### src/rtl/muldiv_pkg.sv
// Shared encodings for the HI/LO multiply/divide sequencer.
// Op codes, FSM states and the default operand width / iteration counter width.
package muldiv_pkg;

    localparam int MD_WIDTH = 32;
    localparam int ITER_W   = $clog2(MD_WIDTH);

    typedef enum logic [1:0] {
        OP_MULTU = 2'b00,
        OP_MULT  = 2'b01,
        OP_DIVU  = 2'b10,
        OP_DIV   = 2'b11
    } op_e;

    typedef enum logic [2:0] {
        IDLE,
        PREP,
        RUN,
        FIX,
        DONE
    } state_e;

endpackage

### src/rtl/muldiv_seq_if.sv
// Launch / result bundle between the pipeline controller and the muldiv sequencer.
// master = controller side, slave = sequencer side.
interface muldiv_seq_if
    import muldiv_pkg::*;
#(
    parameter int WIDTH = MD_WIDTH
);
    logic             start;
    logic [1:0]       op;
    logic [WIDTH-1:0] input1;
    logic [WIDTH-1:0] input2;
    logic             busy;
    logic             done;
    logic             div_by_zero;
    logic [WIDTH-1:0] hi;
    logic [WIDTH-1:0] lo;

    modport master (
        output start, op, input1, input2,
        input  busy, done, div_by_zero, hi, lo
    );

    modport slave (
        input  start, op, input1, input2,
        output busy, done, div_by_zero, hi, lo
    );
endinterface

### src/rtl/muldiv_step.sv
// One multiply (shift-add) or restoring-divide iteration on the {upper,lower} working pair.
// Latency: combinational. Backpressure: none, evaluated once per RUN cycle by the sequencer.
// A single WIDTH+1 bit adder/subtractor serves both modes.
module muldiv_step
    import muldiv_pkg::*;
#(
    parameter int WIDTH = MD_WIDTH
) (
    input  logic             is_div,
    input  logic [WIDTH-1:0] upper,
    input  logic [WIDTH-1:0] lower,
    input  logic [WIDTH-1:0] opnd,
    output logic [WIDTH-1:0] upper_nxt,
    output logic [WIDTH-1:0] lower_nxt
);
    logic [WIDTH:0] a_ext;
    logic [WIDTH:0] b_ext;
    logic [WIDTH:0] sum;

    always_comb begin
        // divide shifts the dividend MSB into the remainder before the trial subtract
        a_ext     = is_div ? {upper, lower[WIDTH-1]} : {1'b0, upper};
        b_ext     = (is_div || lower[0]) ? {1'b0, opnd} : '0;
        sum       = is_div ? (a_ext - b_ext) : (a_ext + b_ext);
        upper_nxt = sum[WIDTH:1];
        lower_nxt = {sum[0], lower[WIDTH-1:1]};
        if (is_div) begin
            if (!sum[WIDTH]) begin
                upper_nxt = sum[WIDTH-1:0];
                lower_nxt = {lower[WIDTH-2:0], 1'b1};
            end else begin
                upper_nxt = a_ext[WIDTH-1:0];
                lower_nxt = {lower[WIDTH-2:0], 1'b0};
            end
        end
    end

endmodule

### src/rtl/muldiv_seq.sv
// MIPS MULT/MULTU/DIV/DIVU sequencer owning HI/LO; signed ops only with MULDIV_SIGNED_EN defined.
// Latency: done WIDTH+2 cycles after the start edge (1 cycle for divide by zero), data independent.
// Backpressure: none; start is only honoured in IDLE and busy tells the pipeline to stall.
module muldiv_seq
    import muldiv_pkg::*;
#(
    parameter int WIDTH = MD_WIDTH
) (
    input  logic         clock,
    input  logic         nreset,
    muldiv_seq_if.slave  bus
);
    localparam int              CNT_W = (WIDTH == MD_WIDTH) ? ITER_W : $clog2(WIDTH);
    localparam logic [CNT_W-1:0] LAST = CNT_W'(WIDTH - 1);

    state_e             state_q, state_d;
    logic               div_q, sgn_q, neg_res_q, neg_rem_q;
    logic [WIDTH-1:0]   a_q, b_q, upper_q, lower_q, opnd_q, hi_q, lo_q;
    logic [CNT_W-1:0]   cnt_q;
    logic               done_q, dz_q;

    logic               is_div_req, signed_req, a_neg, b_neg, b_zero;
    logic [WIDTH-1:0]   a_abs, b_abs, upper_nxt, lower_nxt, hi_fix, lo_fix;
    logic [2*WIDTH-1:0] prod_neg;

    assign is_div_req = (bus.op == OP_DIVU) || (bus.op == OP_DIV);
`ifdef MULDIV_SIGNED_EN
    assign signed_req = (bus.op == OP_MULT) || (bus.op == OP_DIV);
`else
    assign signed_req = 1'b0;
`endif

    assign a_neg  = sgn_q & a_q[WIDTH-1];
    assign b_neg  = sgn_q & b_q[WIDTH-1];
    assign a_abs  = a_neg ? (~a_q + 1'b1) : a_q;
    assign b_abs  = b_neg ? (~b_q + 1'b1) : b_q;
    assign b_zero = (b_q == '0);

    muldiv_step #(.WIDTH(WIDTH)) u_step (
        .is_div    (div_q),
        .upper     (upper_q),
        .lower     (lower_q),
        .opnd      (opnd_q),
        .upper_nxt (upper_nxt),
        .lower_nxt (lower_nxt)
    );

    // sign correction applied on the way into HI/LO
    always_comb begin
        prod_neg = ~{upper_q, lower_q} + 1'b1;
        hi_fix   = upper_q;
        lo_fix   = lower_q;
        if (!div_q) begin
            if (neg_res_q) {hi_fix, lo_fix} = prod_neg;
        end else begin
            if (neg_rem_q) hi_fix = ~upper_q + 1'b1;
            if (neg_res_q) lo_fix = ~lower_q + 1'b1;
        end
    end

    always_comb begin
        state_d = state_q;
        unique case (state_q)
            IDLE:    if (bus.start) state_d = PREP;
            PREP:    state_d = (div_q && b_zero) ? DONE : RUN;
            RUN:     if (cnt_q == LAST) state_d = FIX;
            FIX:     state_d = DONE;
            DONE:    state_d = IDLE;
            default: state_d = IDLE;
        endcase
    end

    always_ff @(posedge clock or negedge nreset) begin
        if (!nreset) state_q <= IDLE;
        else         state_q <= state_d;
    end

    always_ff @(posedge clock or negedge nreset) begin
        if (!nreset) begin
            div_q     <= 1'b0;
            sgn_q     <= 1'b0;
            neg_res_q <= 1'b0;
            neg_rem_q <= 1'b0;
            a_q       <= '0;
            b_q       <= '0;
            upper_q   <= '0;
            lower_q   <= '0;
            opnd_q    <= '0;
            hi_q      <= '0;
            lo_q      <= '0;
            cnt_q     <= '0;
            done_q    <= 1'b0;
            dz_q      <= 1'b0;
        end else begin
            done_q <= (state_d == DONE);
            dz_q   <= (state_q == PREP) && (state_d == DONE);
            unique case (state_q)
                IDLE: begin
                    if (bus.start) begin
                        div_q <= is_div_req;
                        sgn_q <= signed_req;
                        a_q   <= bus.input1;
                        b_q   <= bus.input2;
                    end
                end
                PREP: begin
                    neg_res_q <= a_neg ^ b_neg;
                    neg_rem_q <= a_neg;
                    cnt_q     <= '0;
                    upper_q   <= '0;
                    lower_q   <= div_q ? a_abs : b_abs;
                    opnd_q    <= div_q ? b_abs : a_abs;
                    if (div_q && b_zero) begin
                        hi_q <= a_q;
                        lo_q <= '1;
                    end
                end
                RUN: begin
                    upper_q <= upper_nxt;
                    lower_q <= lower_nxt;
                    cnt_q   <= cnt_q + 1'b1;
                end
                FIX: begin
                    hi_q <= hi_fix;
                    lo_q <= lo_fix;
                end
                default: ;
            endcase
        end
    end

    assign bus.busy        = (state_q != IDLE);
    assign bus.done        = done_q;
    assign bus.div_by_zero = dz_q;
    assign bus.hi          = hi_q;
    assign bus.lo          = lo_q;

endmodule

### src/flat_wrapper.sv
// flat-port wrapper written by rule: the top's interface ports become plain ports
module muldiv_seq_flat import muldiv_pkg::*;
#(
    parameter int WIDTH = MD_WIDTH
)
  (clock, nreset, bus_start, bus_op, bus_input1, bus_input2, bus_busy, bus_done, bus_div_by_zero, bus_hi, bus_lo);
  muldiv_seq_if #(.WIDTH(WIDTH)) bus_i ();
  input  logic clock;
  input  logic nreset;
  input wire logic [$bits(bus_i.start)-1:0] bus_start;
  input wire logic [$bits(bus_i.op)-1:0] bus_op;
  input wire logic [$bits(bus_i.input1)-1:0] bus_input1;
  input wire logic [$bits(bus_i.input2)-1:0] bus_input2;
  output wire logic [$bits(bus_i.busy)-1:0] bus_busy;
  output wire logic [$bits(bus_i.done)-1:0] bus_done;
  output wire logic [$bits(bus_i.div_by_zero)-1:0] bus_div_by_zero;
  output wire logic [$bits(bus_i.hi)-1:0] bus_hi;
  output wire logic [$bits(bus_i.lo)-1:0] bus_lo;
  assign bus_i.start = bus_start;
  assign bus_i.op = bus_op;
  assign bus_i.input1 = bus_input1;
  assign bus_i.input2 = bus_input2;
  assign bus_busy = bus_i.busy;
  assign bus_done = bus_i.done;
  assign bus_div_by_zero = bus_i.div_by_zero;
  assign bus_hi = bus_i.hi;
  assign bus_lo = bus_i.lo;
  muldiv_seq #(.WIDTH(WIDTH)) u_core (.clock(clock), .nreset(nreset), .bus(bus_i));
endmodule
### config.mk
export PLATFORM = sky130hd
export DESIGN_NAME = muldiv_seq_flat
export DESIGN_NICKNAME = d
export VERILOG_FILES = /design/src/rtl/muldiv_pkg.sv /design/src/rtl/muldiv_seq_if.sv /design/src/rtl/muldiv_step.sv /design/src/rtl/muldiv_seq.sv /design/src/flat_wrapper.sv
export SDC_FILE = /design/constraint.sdc
export NUM_CORES = 1
export LEC_CHECK = 0
export CORE_MARGIN = 8
export CORE_UTILIZATION = 40
export DETAILED_ROUTE_END_ITERATION = 6
export GPL_TIMING_DRIVEN = 1
export PLACE_DENSITY = 0.57
export SLEW_MARGIN = 20
export SYNTH_ARGS = -nofsm -noshare
export SYNTH_HDL_FRONTEND = slang
export SYNTH_SLANG_ARGS = --single-unit
### constraint.sdc
create_clock -name clock -period 5.2 [get_ports clock]
set_input_delay 0.78 -clock clock [delete_from_list [all_inputs] [get_ports clock]]
set_output_delay 0.78 -clock clock [all_outputs]
set_load 0.005 [all_outputs]
## After elaboration in Yosys (flattened, before gate mapping)

Index checks and enable logic that the tools add are counted.

- Reduce and logical (&&, ||, !) cells: 11
- Mux-type cells: 20
- Add/subtract/negate cells: 3
- Equal/unequal tests: 8

Operators with widths:

| kind | count |
|---|---|
| $mux 32 | 8 |
| $pmux 32 s2 | 4 |
| $mux 33 | 2 |
| $add 33x32->33 | 1 |
| $sub 33x32->33 | 1 |
| $logic_not 32->1 | 1 |
| $pmux 3 s4 | 1 |
| $pmux 5 s2 | 1 |
| $mux 3 | 3 |
| $eq 3x2->1 const B | 2 |
| $add 5x1->5 const B | 1 |
| $eq 5x5->1 const B | 1 |
| $eq 2x2->1 const B | 2 |
| $reduce_and 2->1 | 2 |
| $reduce_bool 2->1 | 2 |
| $eq 3x1->1 const B | 1 |
| $eq 3x3->1 const B | 1 |
| $logic_not 3->1 | 1 |
| $reduce_bool 3->1 | 1 |
| $logic_and 1x1->1 | 2 |
| $logic_or 1x1->1 | 2 |
| $ne 2x1->1 const B | 1 |
| $mux 1 | 1 |

- Flip-flop bits (word level): 235
- Input port bits: 69
- Output and inout port bits: 67
- Logic and storage cells: 54

## Logic depth before layout (Yosys ltp)

- Word-level depth: 7
- Mapped depth: 24
- Gate-level depth less buffers: 20

## Hierarchy

A second synthesis with hierarchy kept.

- Cells, all modules: 1524
- Area total of the unflattened synthesis: 14453.9 um^2

By module, submodules not included:

| module | times used | seq. area each (um^2) | area an instance (um^2) | cells each |
|---|---|---|---|---|
| muldiv_seq | 1 | 5880.6 | 9885.7 | 854 |
| muldiv_step | 1 | 0.0 | 4568.1 | 670 |

## Worst setup path before layout

Ideal clock, no wire load.

- Kind: register to register
- From: register u_core.opnd_q[2]
- To: register u_core.upper_q[14]
- Path buffers: 1
- Arrival: 4610 ps
- Library setup time: 130 ps
- Required time: 5070 ps
- Clock period less this slack: 4740 ps
- Path slack: 460 ps
- Cell stages (with the launch flop): 18
- Path through: dfrtp_1 nor3_1 nand3_1 o41ai_2 o21ai_0 or3_1 a31oi_1 o22ai_1 ha_1 nand4_1 or3_1 o211a_1 o211ai_2 a311oi_4 xnor2_2 buf_6 mux2i_1 o21ai_1

- Cells in the longest elaborated chain, start to end: 6
- Elaborated cells between the ends (all ways): 7
- Those cells by class: add/sub: 2; mux: 5

RTL lines:

| element | line | RTL |
|---|---|---|
| start, declared | muldiv_seq.sv:18 | `logic [WIDTH-1:0] a_q, b_q, upper_q, lower_q, opnd_q, hi_q, lo_q;` |
| start signal, assigned | muldiv_seq.sv:112 | `opnd_q <= div_q ? b_abs : a_abs;` |
| $mux 32 (*) | muldiv_step.sv:23 | `b_ext = (is_div \|\| lower[0]) ? {1'b0, opnd} : '0;` |
| $add 33x32->33 or $sub 33x32->33 (tied branches) | muldiv_step.sv:24 | `sum = is_div ? (a_ext - b_ext) : (a_ext + b_ext);` |
| $mux 33 (*) | muldiv_step.sv:24 |  |
| $mux 32 | muldiv_step.sv:28 | `if (!sum[WIDTH]) begin` |
| $mux 32 (*) | muldiv_step.sv:27 | `if (is_div) begin` |
| $pmux 32 s2 (*) | muldiv_seq.sv:97 | `unique case (state_q)` |
| end signal, assigned | muldiv_seq.sv:119 | `upper_q <= upper_nxt;` |
| end, declared | muldiv_seq.sv:18 |  |

Mark *: on every way between the ends. The rest lies on a longest branch, timed or not.
A chain may end at the register's enable or synchronous reset.

## Final worst setup path

- From: register u_core.opnd_q[11]
- To: register u_core.upper_q[22]

The elaborated chain is that of the path after synthesis.

==> metrics.md <==
| Metric | Value |
|---|---|
| RSZ-0062 raised after global routing | false |
| Period utilisation layout | slightly above 90% |
| Clock slew at reported path FFs | approximately 0.060 ns |
| Sequential-to-total area share from yosys stat | between 40 and 50% |
| Initial antenna violation count | 0 |
| Startpoint types | flop |
| Area of the multi-input gates | about 7400 sq um |
| Grt total ovfl | 0 |
| Max Slew Vio Count | 0 |
| First-pass DRT Iterations | 5 |
| CP arrival | 5.25 ns |
| Area Overhead vs Synth | 19.4% |
| Antenna violation net count after detailed routing | 0 |
| Share of flip-flops with an asynchronous set or reset | 100% |
| Vias in the first global route | 11400 |
| Via count | between 10000 and 15000 |
| Root buf cell | clkbuf_16 |
| Total CTS buffers | 28 |
| Clock sinks | about 240 |
| Pre-CTS WS | a little under 0.3 ns |
| Setup ws final | between 0.4 and 0.5 ns |
| Cell count after synthesis | 1432 |
| Worst Max-Slew Pin Slew | 1.07 ns |
| RR Endpoint | u_core.upper_q[22] |
| Port bufs | roughly 130 |
| Setup TNS Final | 0 ns |
| Largest net degree at the start of global routing | 187 |
| Register area | ~6000 sq um |
| Data required time of the critical path | about 5.7 ns |
| Routed Wire Length | 41600 um |
| Antenna Cells | 0 |
| Most frequent cells in the layout | dfrtp_1 (234), nand2_1 (185), nor2_1 (158), clkdlybuf4s50_1 (133), mux2i_1 (121) |
| Synth Register Bits | roughly 240 |
| Cells on worst reg2reg path | 16 |
| Distinct cell type count after synthesis | between 70 and 80 |
| Share of cells above drive strength 1 | 12.6% |
| Initial core utilization | 40.7% |
| Row count | 67 |
| Commonest non-fill, non-tap cell in the layout | dfrtp_1 |
| Hold Worst Slack | approximately 0.17 ns |
| Worst reg2reg setup slack | 0.41 ns |
| H-tree depth | 1 |
| Post-CTS Setup Bufs | 0 |
| Crit. End Element | flop |
| Fin. Hold Viols | 0 |
| Die W | between 200 and 250 um |
| Final setup viols | 0 |
| # IOs | between 100 and 150 |
| Fill cell count | roughly 3200 |
| First-pass GRT wire length | roughly 66000 um |
| Critical path class | flop to flop |
| Nets | roughly 1600 |
| Finished Core Util | 48.6% |
| Primary FF master, synth | dfrtp_1 |
| Mapped cell area | around 14000 sq um |
| Max-cap violations | 0 |
| Post-route minimum period | 4.79 ns |
| Yosys warns | 0 |
| WL/cell | about 21 um |
| Avg Synthesized Cell Area | between 9 and 10 sq um |
| Die Y | approximately 200 um |
| DP HPWL | 28900 um |
| Clock Tree Buf Depth | 3 |
| Vias per cell | 5.64 |
| Iteration-0 DRC Markers | roughly 700 |
| CTS tree | built |
| Synthesized Nets | approximately 1500 |
| Tot GR Track Use | between 10% and 20% |
| Tightest Hold Check Type | input port to asynchronous set/reset pin |
| GPL Wtd Cong | a little under 0.9 |
| Crit path max fanout | 7 |
| F_max | ~210 MHz |
| CP Capture Point | u_core.upper_q[22] |
| R2r startpoint | u_core.opnd_q[11] |
| Die area | around 40000 sq um |
| EDFF count, synth | 0 |
| Core ar. | about 34000 sq um |
| Status | finished clean |
| Rel. slew slack | between 20% and 30% |
| Drt drc | 0 |
| CP Launch Point | u_core.opnd_q[11] |
| Clock Latency Late Sink | 0.54 ns |
| Layout Skew | 0.0113 ns |
[per-stage QoR]
| stage | instances | cell area, sq um |
|---|---|---|
| after floorplan | 1432 | 13700 |
| after global routing | 2000 | 16300 |
| after CTS | 2000 | 16300 |
| after global placement | 1949 | 15400 |
| after detailed placement | 1949 | 15400 |
| final | 2000 | 16300 |
[state kept, by name, summed over array words and instances (netlist names)]
name                    flops
u_core.bus.done             1
u_core.div_q                1
u_core.bus.hi              32
u_core.a_q                 32
u_core.b_q                 32
u_core.lower_q             32
u_core.bus.div_by_zero      1
u_core.opnd_q              32
u_core.bus.lo              32
u_core.upper_q             32
u_core.state_q              3
u_core.cnt_q                5
[final cells by class]
class                   count  share of cell area (%)
well taps                 448                    3.43
repair buffers            162                    9.67
clock buffers              42                    4.92
multi-input cells        1092                    45.1
clock inverters             9                   0.635
inverters                  12                   0.276
flip-flops and latches    235                    36.0
[cells by family (layout without fill, tap and decap cells)]
logic type	count (synthesis)	count (layout)	share of synthesized area, %
AND/OR/NAND/NOR	426	426	13.3
AO/OA/AOI/OAI	374	374	17.6
flip-flops	235	235	43.0
multiplexers	217	217	16.7
buffers and inverters	105	225	3.36
XOR/XNOR	38	38	2.62
adder cells (fa/ha/maj)	37	37	3.44
[routing by layer]
layer,vias up,share of wire [%],GRT usage [%]
li1,5434,-,-
met1,5585,49,29.3
met2,216,45,30.9
met3,42,4.2,2.90
met4,0,1.7,3.84
met5,-,0,0
[critical path, stage by stage, from the launching register on]
cell and delay, ns:
dfrtp_1 0.43, or3_1 0.44, o41ai_2 0.39, o21ai_1 0.25, nor2_1 0.20, a2bb2oi_1 0.18
o22ai_1 0.13, ha_1 0.50, nand4_1 0.16, or3_1 0.44, o211a_1 0.29, o211ai_2 0.27
a311oi_4 0.21, xor2_1 0.18, buf_4 0.19, or2_2 0.29, a22oi_1 0.16
[cell usage after synthesis, types with 3 or more instances]
library cell	n	area, sq um
a211oi_1	12	90.1
a21boi_0	4	30.0
a21o_1	10	75.1
a21oi_1	89	445
a221oi_1	22	193
a22oi_1	30	225
a31o_2	4	35.0
a31oi_1	49	307
and2_1	6	37.5
buf_1	15	56.3
buf_2	3	15.0
buf_6	3	33.8
clkbuf_1	67	251
clkbuf_8	3	41.3
dfrtp_1	235	5880
ha_1	36	450
inv_1	10	37.5
mux2_2	96	1080
mux2i_1	121	1210
nand2_1	186	698
nand2b_1	6	37.5
nand3_1	7	35.0
nand4_1	6	37.5
nor2_1	162	608
nor3_1	10	50.1
nor4_1	12	75.1
o211ai_1	10	75.1
o21a_1	3	22.5
o21ai_0	78	390
o21ai_1	13	65.1
o221ai_1	13	114
o22ai_1	12	75.1
o31ai_1	4	30.0
or2_2	3	18.8
or3_1	7	43.8
or4_1	3	22.5
xnor2_1	18	158
xor2_1	18	158
[worst min path at each step]
stage	from	end	slack [ns]	cells after the start
global placement	u_core.cnt_q[3]	u_core.cnt_q[3]	0.47	1
CTS	nreset	u_core.bus.hi[9]	0.19	1
floorplan	u_core.cnt_q[3]	u_core.cnt_q[3]	0.45	1
finish	nreset	u_core.bus.hi[9]	0.17	1
global route	nreset	u_core.bus.hi[9]	0.21	1
detailed placement	u_core.cnt_q[3]	u_core.cnt_q[3]	0.47	1
[timing repair]
item,4_1_cts,5_1_grt
setup endpoints to repair,0,17
gates resized for setup,0,2
hold buffers,0,0
Power is not shown: default switching activity piles up to over one toggle a cycle in this logic, so the estimate is an artifact.
